==> src/rtl/abr_1r1w_ram_arb_if.sv <==
// Requester-side bus of the 1R1W RAM arbiter: per-requester write/read
// requests, their grants and the shared read-response channel.
interface abr_1r1w_ram_arb_if #(
  parameter int unsigned NUM_REQ    = 2,
  parameter int unsigned ADDR_WIDTH = 6,
  parameter int unsigned DATA_WIDTH = 32
);

  // Write channel, requester k occupies slice k of the packed vectors
  logic [NUM_REQ-1:0]            wr_req_i;
  logic [NUM_REQ*ADDR_WIDTH-1:0] wr_addr_i;
  logic [NUM_REQ*DATA_WIDTH-1:0] wr_data_i;
  logic [NUM_REQ-1:0]            wr_gnt_o;

  // Read channel
  logic [NUM_REQ-1:0]            rd_req_i;
  logic [NUM_REQ*ADDR_WIDTH-1:0] rd_addr_i;
  logic [NUM_REQ-1:0]            rd_gnt_o;

  // Read response, data shared by all requesters
  logic [NUM_REQ-1:0]            rsp_valid_o;
  logic [DATA_WIDTH-1:0]         rsp_data_o;

  // Requester side
  modport master (
    output wr_req_i,
    output wr_addr_i,
    output wr_data_i,
    output rd_req_i,
    output rd_addr_i,
    input  wr_gnt_o,
    input  rd_gnt_o,
    input  rsp_valid_o,
    input  rsp_data_o
  );

  // Arbiter side
  modport slave (
    input  wr_req_i,
    input  wr_addr_i,
    input  wr_data_i,
    input  rd_req_i,
    input  rd_addr_i,
    output wr_gnt_o,
    output rd_gnt_o,
    output rsp_valid_o,
    output rsp_data_o
  );

endinterface

==> src/rtl/abr_1r1w_ram_arb.sv <==
// Round-robin arbiter sharing one 1-read/1-write RAM between NUM_REQ
// requesters. Write and read ports are arbitrated independently, each with
// its own rotating priority pointer. Read responses are returned one cycle
// after the grant, tagged one-hot with the requester that issued the read.
// With FWD_EN set, a same-cycle write/read to the same address returns the
// new write data instead of the pre-write RAM contents.
module abr_1r1w_ram_arb #(
  parameter int unsigned NUM_REQ    = 2,
  parameter int unsigned DEPTH      = 64,
  parameter int unsigned DATA_WIDTH = 32,
  parameter int unsigned ADDR_WIDTH = $clog2(DEPTH),
  parameter bit          FWD_EN     = 1'b1
) (
  input  logic                  clk_i,
  input  logic                  rst_b,
  abr_1r1w_ram_arb_if.slave     req_if,
  output logic                  ram_we_o,
  output logic [ADDR_WIDTH-1:0] ram_waddr_o,
  output logic [DATA_WIDTH-1:0] ram_wdata_o,
  output logic                  ram_re_o,
  output logic [ADDR_WIDTH-1:0] ram_raddr_o,
  input  logic [DATA_WIDTH-1:0] ram_rdata_i
);

  localparam int unsigned PTR_W = (NUM_REQ > 1) ? $clog2(NUM_REQ) : 1;

  typedef logic [PTR_W-1:0] ptr_t;

  // Priority pointers: index of the requester searched first
  ptr_t                  wr_ptr_q, wr_ptr_d;
  ptr_t                  rd_ptr_q, rd_ptr_d;

  // Arbitration results
  logic                  wr_hit, rd_hit;
  ptr_t                  wr_idx, rd_idx;
  logic [NUM_REQ-1:0]    wr_gnt, rd_gnt;

  // Response path
  logic [NUM_REQ-1:0]    rsp_valid_q;
  logic                  fwd_hit_d, fwd_hit_q;
  logic [DATA_WIDTH-1:0] fwd_data_q;

  // Search ptr, ptr+1, ... mod NUM_REQ for the first active request.
  // Returns {found, index}.
  function automatic logic [PTR_W:0] rr_search(input logic [NUM_REQ-1:0] req,
                                               input ptr_t               ptr);
    logic [PTR_W:0] res;
    logic [31:0]    cand;
    res = '0;
    for (int unsigned i = 0; i < NUM_REQ; i++) begin
      cand = (32'(ptr) + i) % NUM_REQ;
      if (!res[PTR_W] && req[cand[PTR_W-1:0]]) begin
        res = {1'b1, cand[PTR_W-1:0]};
      end
    end
    return res;
  endfunction

  // Position after the granted requester, wrapping at NUM_REQ-1
  function automatic ptr_t rr_next(input ptr_t idx);
    return (idx == ptr_t'(NUM_REQ - 1)) ? '0 : idx + 1'b1;
  endfunction

  // Independent round-robin search for the write and read ports
  always_comb begin
    {wr_hit, wr_idx} = rr_search(req_if.wr_req_i, wr_ptr_q);
    {rd_hit, rd_idx} = rr_search(req_if.rd_req_i, rd_ptr_q);
  end

  // One-hot grant decode; all-zero when nothing is requested
  always_comb begin
    wr_gnt = '0;
    rd_gnt = '0;
    if (wr_hit) begin
      wr_gnt[wr_idx] = 1'b1;
    end
    if (rd_hit) begin
      rd_gnt[rd_idx] = 1'b1;
    end
  end

  assign req_if.wr_gnt_o = wr_gnt;
  assign req_if.rd_gnt_o = rd_gnt;

  // RAM port mux from the granted requester; zero when idle. Enables are
  // held off while reset is asserted so no RAM access happens during reset.
  always_comb begin
    ram_we_o    = wr_hit & rst_b;
    ram_waddr_o = '0;
    ram_wdata_o = '0;
    ram_re_o    = rd_hit & rst_b;
    ram_raddr_o = '0;
    if (wr_hit) begin
      ram_waddr_o = req_if.wr_addr_i[wr_idx*ADDR_WIDTH +: ADDR_WIDTH];
      ram_wdata_o = req_if.wr_data_i[wr_idx*DATA_WIDTH +: DATA_WIDTH];
    end
    if (rd_hit) begin
      ram_raddr_o = req_if.rd_addr_i[rd_idx*ADDR_WIDTH +: ADDR_WIDTH];
    end
  end

  // Pointer next state: move past the winner, hold when idle
  always_comb begin
    wr_ptr_d = wr_hit ? rr_next(wr_idx) : wr_ptr_q;
    rd_ptr_d = rd_hit ? rr_next(rd_idx) : rd_ptr_q;
  end

  // Same-cycle write/read collision; the RAM itself returns pre-write data
  always_comb begin
    fwd_hit_d = FWD_EN && ram_we_o && ram_re_o && (ram_waddr_o == ram_raddr_o);
  end

  // Priority pointer state
  always_ff @(posedge clk_i or negedge rst_b) begin
    if (!rst_b) begin
      wr_ptr_q <= '0;
      rd_ptr_q <= '0;
    end else begin
      wr_ptr_q <= wr_ptr_d;
      rd_ptr_q <= rd_ptr_d;
    end
  end

  // Response tag and forwarding state, aligned with the RAM read latency
  always_ff @(posedge clk_i or negedge rst_b) begin
    if (!rst_b) begin
      rsp_valid_q <= '0;
      fwd_hit_q   <= 1'b0;
      fwd_data_q  <= '0;
    end else begin
      rsp_valid_q <= rd_gnt;
      fwd_hit_q   <= fwd_hit_d;
      if (fwd_hit_d) begin
        fwd_data_q <= ram_wdata_o;
      end
    end
  end

  assign req_if.rsp_valid_o = rsp_valid_q;
  assign req_if.rsp_data_o  = fwd_hit_q ? fwd_data_q : ram_rdata_i;

  // Structural invariants of the arbiter
  a_wr_gnt_onehot : assert property (@(posedge clk_i) disable iff (!rst_b)
    $onehot0(wr_gnt));
  a_rd_gnt_onehot : assert property (@(posedge clk_i) disable iff (!rst_b)
    $onehot0(rd_gnt));
  a_rsp_onehot : assert property (@(posedge clk_i) disable iff (!rst_b)
    $onehot0(rsp_valid_q));
  a_wr_ptr_range : assert property (@(posedge clk_i) disable iff (!rst_b)
    32'(wr_ptr_q) < NUM_REQ);
  a_rd_ptr_range : assert property (@(posedge clk_i) disable iff (!rst_b)
    32'(rd_ptr_q) < NUM_REQ);

endmodule

==> src/flat_wrapper.sv <==
// flat-port wrapper written by rule: the top's interface ports become plain ports
module abr_1r1w_ram_arb_flat 
#(
  parameter int unsigned NUM_REQ    = 2,
  parameter int unsigned DEPTH      = 64,
  parameter int unsigned DATA_WIDTH = 32,
  parameter int unsigned ADDR_WIDTH = $clog2(DEPTH),
  parameter bit          FWD_EN     = 1'b1
)
  (clk_i, rst_b, ram_we_o, ram_waddr_o, ram_wdata_o, ram_re_o, ram_raddr_o, ram_rdata_i, req_if_wr_req_i, req_if_wr_addr_i, req_if_wr_data_i, req_if_rd_req_i, req_if_rd_addr_i, req_if_wr_gnt_o, req_if_rd_gnt_o, req_if_rsp_valid_o, req_if_rsp_data_o);
  abr_1r1w_ram_arb_if #(.NUM_REQ(NUM_REQ), .ADDR_WIDTH(ADDR_WIDTH), .DATA_WIDTH(DATA_WIDTH)) req_if_i ();
  input  logic clk_i;
  input  logic rst_b;
  output logic ram_we_o;
  output logic [ADDR_WIDTH-1:0] ram_waddr_o;
  output logic [DATA_WIDTH-1:0] ram_wdata_o;
  output logic ram_re_o;
  output logic [ADDR_WIDTH-1:0] ram_raddr_o;
  input  logic [DATA_WIDTH-1:0] ram_rdata_i;
  input wire logic [$bits(req_if_i.wr_req_i)-1:0] req_if_wr_req_i;
  input wire logic [$bits(req_if_i.wr_addr_i)-1:0] req_if_wr_addr_i;
  input wire logic [$bits(req_if_i.wr_data_i)-1:0] req_if_wr_data_i;
  input wire logic [$bits(req_if_i.rd_req_i)-1:0] req_if_rd_req_i;
  input wire logic [$bits(req_if_i.rd_addr_i)-1:0] req_if_rd_addr_i;
  output wire logic [$bits(req_if_i.wr_gnt_o)-1:0] req_if_wr_gnt_o;
  output wire logic [$bits(req_if_i.rd_gnt_o)-1:0] req_if_rd_gnt_o;
  output wire logic [$bits(req_if_i.rsp_valid_o)-1:0] req_if_rsp_valid_o;
  output wire logic [$bits(req_if_i.rsp_data_o)-1:0] req_if_rsp_data_o;
  assign req_if_i.wr_req_i = req_if_wr_req_i;
  assign req_if_i.wr_addr_i = req_if_wr_addr_i;
  assign req_if_i.wr_data_i = req_if_wr_data_i;
  assign req_if_i.rd_req_i = req_if_rd_req_i;
  assign req_if_i.rd_addr_i = req_if_rd_addr_i;
  assign req_if_wr_gnt_o = req_if_i.wr_gnt_o;
  assign req_if_rd_gnt_o = req_if_i.rd_gnt_o;
  assign req_if_rsp_valid_o = req_if_i.rsp_valid_o;
  assign req_if_rsp_data_o = req_if_i.rsp_data_o;
  abr_1r1w_ram_arb #(.NUM_REQ(NUM_REQ), .DEPTH(DEPTH), .DATA_WIDTH(DATA_WIDTH), .ADDR_WIDTH(ADDR_WIDTH), .FWD_EN(FWD_EN)) u_core (.clk_i(clk_i), .rst_b(rst_b), .req_if(req_if_i), .ram_we_o(ram_we_o), .ram_waddr_o(ram_waddr_o), .ram_wdata_o(ram_wdata_o), .ram_re_o(ram_re_o), .ram_raddr_o(ram_raddr_o), .ram_rdata_i(ram_rdata_i));
endmodule
==> config.mk <==
export PLATFORM = sky130hd
export DESIGN_NAME = abr_1r1w_ram_arb_flat
export DESIGN_NICKNAME = d
export VERILOG_FILES = /design/src/rtl/abr_1r1w_ram_arb_if.sv /design/src/rtl/abr_1r1w_ram_arb.sv /design/src/flat_wrapper.sv
export SDC_FILE = /design/constraint.sdc
export NUM_CORES = 1
export LEC_CHECK = 0
export ABC_CLOCK_PERIOD_IN_PS = 2940
export BUFFER_PORTS_ARGS = -buffer_cell sky130_fd_sc_hd__buf_2
export CORE_ASPECT_RATIO = 1.1
export CORE_MARGIN = 2
export CORE_UTILIZATION = 40
export CTS_BUF_LIST = sky130_fd_sc_hd__clkbuf_8
export CTS_CLUSTER_SIZE = 24
export DETAILED_ROUTE_END_ITERATION = 10
export HOLD_SLACK_MARGIN = 0.03
export PLACE_DENSITY = 0.82
export SYNTH_ARGS = -nofsm -noshare
export SYNTH_HDL_FRONTEND = slang
export SYNTH_SLANG_ARGS = --single-unit
==> constraint.sdc <==
create_clock -name clk_i -period 2.94 [get_ports clk_i]
set_clock_uncertainty 0.05 [all_clocks]
set_input_delay 0.441 -clock clk_i [delete_from_list [all_inputs] [get_ports clk_i]]
set_output_delay 0.441 -clock clk_i [all_outputs]
set_load 0.03 [all_outputs]
==> metrics.csv, run 1 <==
metric;value;unit
status;finished clean;
share of layout cells above drive strength 1;0.630;
syn nets;388;
# DRC;0;
number of CTS-inserted buffers;5;
total global-route track usage;0.196;
routed vias/inst;4.98;
Post-Layout Cell Count;545;
ANT nets after route;0;
CTS tree;done;
worst reg2reg path startpoint;u_core.wr_ptr_q;
Worst-path clk slew;0.07;ns
Slew Limit Fails;0;
Post-synth EDFFs;0;
Final Critical Period;2.57;ns
top post-synthesis cells by area;dfrtp_1, mux2_2, mux2_4;
worst skew pair latency;0.27;ns
Die W;80.4;um
Mapped Area;2570;um^2
Arr. time, crit path;2.08;ns
crit-path cells;nand2b_4, and2_2, buf_4, nand2_1, o21ai_0, buf_2;
port buffer count;209;
vias in the first global route;2412;
Syn Area/Cell;9.80;um^2
setup violators final;0;
FF-to-FF path depth;7;
ANT cells;0;
area post-placement;3650;um^2
fmax;0.389;GHz
Die Span Y;88.0;um
Critical Path Start;u_core.wr_ptr_q;
crit path to;ram_wdata_o[0];
# rows;30;
Slew headroom;0.560;
Critical Path Slowest Stage Cell;dfrtp_1;
commonest cells in the netlist;nand2_1, mux2_2, dfrtp_1, o21ai_0, mux2_4;
Initial Utilization;0.415;
pwr dens;529;nW/um^2
Worst Path Max Fanout;65;
Worst Hold Class;in -> async;
leading cell type by number of instances after synthesis;nand2_1;
Final #Nets;590;
startpoint types;register;
core footprint;6190;um^2
post-synthesis sequential area ratio;0.360;
WP data required;2.45;ns
Max Buffers Root-to-Sink;2;
Fin. Hold Viols;0;
largest net degree at the start of global routing;66;
worst hold slack;0.210;ns
Syn Inst Count;262;
initial antenna violation count;0;
Root Driver;clkbuf_8;
WS Path Type;reg -> out;
PnR worst setup slack;0.371;ns
Resized cells post-CTS;0;
maximum vdd drop;0.223;mV
slowest stage delay, CP;0.45;ns
final-layout fill cell count;558;
Synth top area share;0.360;
biggest area consumer among synthesized cells;dfrtp_1;
final design utilization;0.609;
Placed Instances;537;
P_leak;2.11;nW
crit path capture type;primary output;
reg2reg setup slack;0.55;ns
area grow syn2layout;46.8;%
# H-tree levels;2;
CTS Sinks;37;
initial DRC count;60;
ys async rst share;1.00;
Die ar.;7080;um^2
period utilization;0.874;
synth unique cells;23;
GP Congestion;0.811;
#FFs+latches synth;37;
total power;2.00;mW
setup TNS;0;ns
wire length of the first global-routing pass;10900;um
Worst R2R End;u_core.fwd_data_q[13];
Worst Tran Pin Value;0.660;ns
DP Worst Slack;0.424;ns
Post-DP HPWL;5900;um
Synth Warn #;0;
RSZ-0062 raised after global routing;no;
Post-CTS Setup Bufs;0;
post-route cell area;3770;um^2
Main synth FF type;dfrtp_1;
1st-pass router iterations;4;
drt wl/cell;13.5;um
DRT Wirelength;7370;um
CTS Hold Buffers Added;0;
# IOs;210;
Via Count;2713;
global route total overflow;0;
MaxCap Viol Count;0;
## layout make-up
type                            count  area [um^2]  area share
Clock inverter                      2         33.8     0.00896
Clock buffer                        6         82.6      0.0219
Tap cell                           80          100      0.0265
Inverter                           11         41.3      0.0109
Timing Repair Buffer              215         1090       0.289
Sequential cell                    37          926       0.246
Multi-Input combinational cell    194         1500       0.397
## kinds of logic after synthesis
kind of cell | share of synthesized area
AOI/OAI and AO/OA | 0.125
xor gates and xnor gates | 0.0205
and+or+nand+nor | 0.129
buffers and inverters | 0.0575
muxes | 0.308
DFF | 0.360
## critical path: cells and delay by family, from the launching register on
kind                   cells  cell delay, ns
and+or+nand+nor            3            0.45
AOI/OAI and AO/OA          1            0.14
buffers and inverters      2            0.72
DFF                        1            0.45
## cell usage in the layout (no fill, tap or decap), drive strengths merged
master / Yosys / final
nand2: 66 / 66
o21ai: 33 / 33
xnor2: 5 / 5
inv: 11 / 12
nand2b: 2 / 2
nand3: 1 / 1
o21a: 1 / 1
nor4: 1 / 1
clkbuf: 12 / 6
or2: 1 / 1
a32oi: 10 / 10
a21oi: 1 / 1
and2: 3 / 3
xor2: 1 / 1
a21boi: 2 / 2
nor2: 1 / 1
buf: 8 / 215
mux2: 64 / 64
dfrtp: 37 / 37
a22o: 2 / 2
bufinv: 0 / 1
## flip-flops by register name (all words and copies together) (netlist names)
register / count
u_core.fwd_data_q: 32
u_core.wr_ptr_q: 1
u_core.fwd_hit_q: 1
u_core.rd_ptr_q: 1
u_core.req_if.rsp_valid_o: 2
## worst min path at each step
stage | startpoint | to | slack [ns] | depth (start not counted)
5_1_grt | rst_b | u_core.fwd_data_q[25] | 0.25 | 2
3_3_place_gp | u_core.fwd_data_q[19] | u_core.fwd_data_q[19] | 0.44 | 1
2_1_floorplan | rst_b | u_core.fwd_data_q[0] | 0.1 | 0
4_1_cts | rst_b | u_core.fwd_data_q[27] | 0.21 | 2
3_5_place_dp | u_core.fwd_data_q[25] | u_core.fwd_data_q[25] | 0.44 | 1
6_report | rst_b | u_core.fwd_data_q[30] | 0.21 | 2
## per-layer routing
layer  GRT usage  part of all wire  vias to the layer above
met1       0.219              0.38                     1270
met3      0.0371             0.070                        6
met4      0.0416            0.0064                        0
li1            -                 -                     1310
met5           0                 0                        -
met2       0.383              0.54                      127
## report_power, final
group	total, mW	internal [mW]	switching, mW
Sequential	0.762	0.668	0.0943
Clock	0.437	0.273	0.164
Combinational	0.796	0.367	0.430
(Power assumes the default switching activity.)
==> run 2, diff against run 1 <==
--- a/config.mk
+++ b/config.mk
@@ -5,6 +5,7 @@
 export SDC_FILE = /design/constraint.sdc
 export NUM_CORES = 1
 export LEC_CHECK = 0
+export ABC_AREA = 1
 export ABC_CLOCK_PERIOD_IN_PS = 2940
 export BUFFER_PORTS_ARGS = -buffer_cell sky130_fd_sc_hd__buf_2
 export CORE_ASPECT_RATIO = 1.1
@@ -14,7 +15,7 @@
 export CTS_CLUSTER_SIZE = 24
 export DETAILED_ROUTE_END_ITERATION = 10
 export HOLD_SLACK_MARGIN = 0.03
-export PLACE_DENSITY = 0.82
+export PLACE_DENSITY = 0.83
 export SYNTH_ARGS = -nofsm -noshare
 export SYNTH_HDL_FRONTEND = slang
 export SYNTH_SLANG_ARGS = --single-unit
==> run 2 against run 1 <==
Via count grew 9.6%. Cell count rose by 7.3%. Total power decreased by 8.6%.
==> metrics.csv, run 2 <==
metric;value;unit;change
Biggest register;u_core.fwd_data_q;;
met1 usage in global routing;0.272;;+0.0529
period utilization;0.877;;+0.00309
P_leak;2.18;nW;+3.5%
GP Congestion;0.866;;+6.8%
biggest area consumer among synthesized cells;dfrtp_1;;
routed vias/inst;5.08;;+2.1%
Synth top area share;0.371;;+0.0110
MaxCap Viol Count;0;;unchanged
Syn Area/Cell;8.23;um^2;-16%
crit path capture type;register;;
initial DRC count;122;;+100%
Main synth FF type;dfrtp_1;;
total power;1.82;mW;-8.6%
status;finished clean;;
most used cell, CP;nand2_1;;
slowest stage delay, CP;0.60;ns;+0.15 ns
ANT cells;0;;unchanged
CTS Sinks;37;;unchanged
adder-cell share of the synthesized area;0;;unchanged
vias in the first global route;2585;;+7.2%
setup violators final;0;;unchanged
Die Span Y;86.8;um;-1.4%
Die W;79.3;um;-1.4%
maximum vdd drop;0.190;mV;-15%
# DRC;0;;unchanged
GR Layer Usage met3;0.0417;;+0.00455
Worst Tran Pin Value;0.740;ns;+0.0799 ns
Worst-path clk slew;0.07;ns;about the same
initial antenna violation count;0;;unchanged
global route total overflow;0;;unchanged
Die ar.;6880;um^2;-2.8%
Mapped Area;2490;um^2;-3.0%
Root Driver;clkbuf_8;;
# IOs;210;;unchanged
synth unique cells;23;;unchanged
Syn Inst Count;303;;+16%
core footprint;6080;um^2;-1.8%
Slew headroom;0.506;;-0.0545
Post-synth EDFFs;0;;unchanged
Placed Instances;577;;+7.4%
number of CTS-inserted buffers;5;;unchanged
port buffer count;209;;unchanged
RSZ-0062 raised after global routing;no;;
total global-route track usage;0.224;;+0.0279
Synth Warn #;0;;unchanged
mux contribution to synthesized area;0.145;;-0.164
Via Count;2973;;+9.6%
area grow syn2layout;46.9;%;about the same
Global Route met2 Usage;0.404;;+0.0211
top post-synthesis cells by area;dfrtp_1, mux2_2, nand2_1;;
ANT nets after route;0;;unchanged
Fin. Hold Viols;0;;unchanged
CTS tree;done;;
most frequent cells in the layout;buf_2, nand2_1, nand3_1, dfrtp_1;;
DRT Wirelength;8210;um;+11%
final-layout fill cell count;582;;+4.3%
Post-Synth XOR/XNOR Area;0;;-0.0205
crit-path cells;a21oi_4, buf_4, nand2_1, nand2_1, o21ai_1, nor2_4, nand2_4, nand2_1, nand2_1;;
worst skew pair latency;0.28;ns;about the same
Initial Utilization;0.410;;-0.00487
Arr. time, crit path;2.69;ns;+0.61 ns
Worst Hold Class;in -> async;;
#FFs+latches synth;37;;unchanged
most common cell after layout, fill and taps aside;buf_2;;
Worst Path Max Fanout;33;;-49%
1st-pass router iterations;4;;unchanged
# rows;30;;unchanged
syn nets;429;;+11%
commonest cells in the netlist;nand2_1, nand3_1, dfrtp_1, a22o_1, mux2_2;;
largest net degree at the start of global routing;38;;-42%
Post-Layout Cell Count;585;;+7.3%
WP data required;3.05;ns;+0.60 ns
startpoint types;register;;
drt wl/cell;14.0;um;+3.7%
wire length of the first global-routing pass;12100;um;+10%
CTS Hold Buffers Added;0;;unchanged
Final #Nets;630;;+6.8%
Max Buffers Root-to-Sink;2;;unchanged
Resized cells post-CTS;0;;unchanged
Post-CTS Setup Bufs;0;;unchanged
Post-DP HPWL;6570;um;+11%
# H-tree levels;2;;unchanged
Slew Limit Fails;0;;unchanged
WS Path Type;reg -> reg;;
pwr dens;498;nW/um^2;-5.9%
setup TNS;0;ns;unchanged
leading cell type by number of instances after synthesis;nand2_1;;
global routing's busiest layer;met2;;
Final Critical Period;2.58;ns;+0.00908 ns
share of layout cells above drive strength 1;0.523;;-0.107
post-synthesis sequential area ratio;0.371;;+0.0110
largest family of logic cells by synthesized area;simple AND/OR/NAND/NOR gates;;
ys async rst share;1.00;;unchanged
Critical Path Slowest Stage Cell;nor2_4;;
compound-gate portion of the synthesized area;0.130;;+0.00482
simple-gate share of the synthesized area;0.282;;+0.154
max reg flops;32;;unchanged
fmax;0.388;GHz;-0.35%
## run 2: path summary, 6_finish.rpt
check                                           start                    end  slack (ns)  cells after the start
worst max-delay path                  u_core.wr_ptr_q  u_core.fwd_data_q[18]        0.36                      9
worst min-delay path                            rst_b   u_core.fwd_data_q[1]        0.21                      2
worst max register to register        u_core.wr_ptr_q  u_core.fwd_data_q[18]        0.36                      9
worst min register to register  u_core.fwd_data_q[20]  u_core.fwd_data_q[20]        0.42                      2
max in group asynchronous                       rst_b  u_core.fwd_data_q[21]        2.31                      2
min in group clk_i              u_core.fwd_data_q[20]  u_core.fwd_data_q[20]        0.42                      2
## run 2: layout make-up
| class | instances | area, um^2 | area share |
|---|---|---|---|
| Clock buffer | 5 | 68.8 | 0.0188 |
| Tap cell | 80 | 100 | 0.0273 |
| Inverter | 11 | 41.3 | 0.0113 |
| Multi-Input combinational cell | 232 | 1390 | 0.381 |
| Sequential cell | 37 | 926 | 0.253 |
| Clock inverter | 3 | 13.8 | 0.00376 |
| Timing Repair Buffer | 217 | 1120 | 0.305 |
## run 2: where the power goes
part	switching, mW	internal, mW	total, mW
combinational	0.485	0.272	0.758
clock	0.164	0.161	0.324
sequential	0.0868	0.655	0.742
total	0.736	1.09	1.82
## run 2: per-stage QoR
step	hold WS (ns)	utilization	cell area, um^2	setup WS (ns)
after floorplan	0.0954	-	2490	0.634
after global placement	0.401	0.589	3580	0.304
after detailed placement	0.403	0.589	3580	0.185
after CTS	0.223	0.602	3660	0.348
after global routing	0.242	0.602	3660	0.188
final	0.205	0.602	3660	0.362
## run 2: critical path: cells and delay by family (launching register included)
family,cells,cell delay [ns]
and+or+nand+nor,6,1.34
DFF,1,0.43
AOI/OAI and AO/OA,2,0.34
buffers and inverters,1,0.27
## run 2: layer usage
layer / routed length [um] / share of wire
met4: 104 / 0.013
met5: 0 / 0
met3: 516 / 0.063
met2: 4270 / 0.52
met1: 3320 / 0.40
## run 2: cells by family (layout without fill, tap and decap cells)
group	count (synthesis)	count (layout)
muxes	32	32
DFF	37	37
and+or+nand+nor	162	162
AOI/OAI and AO/OA	38	38
buffers and inverters	34	236
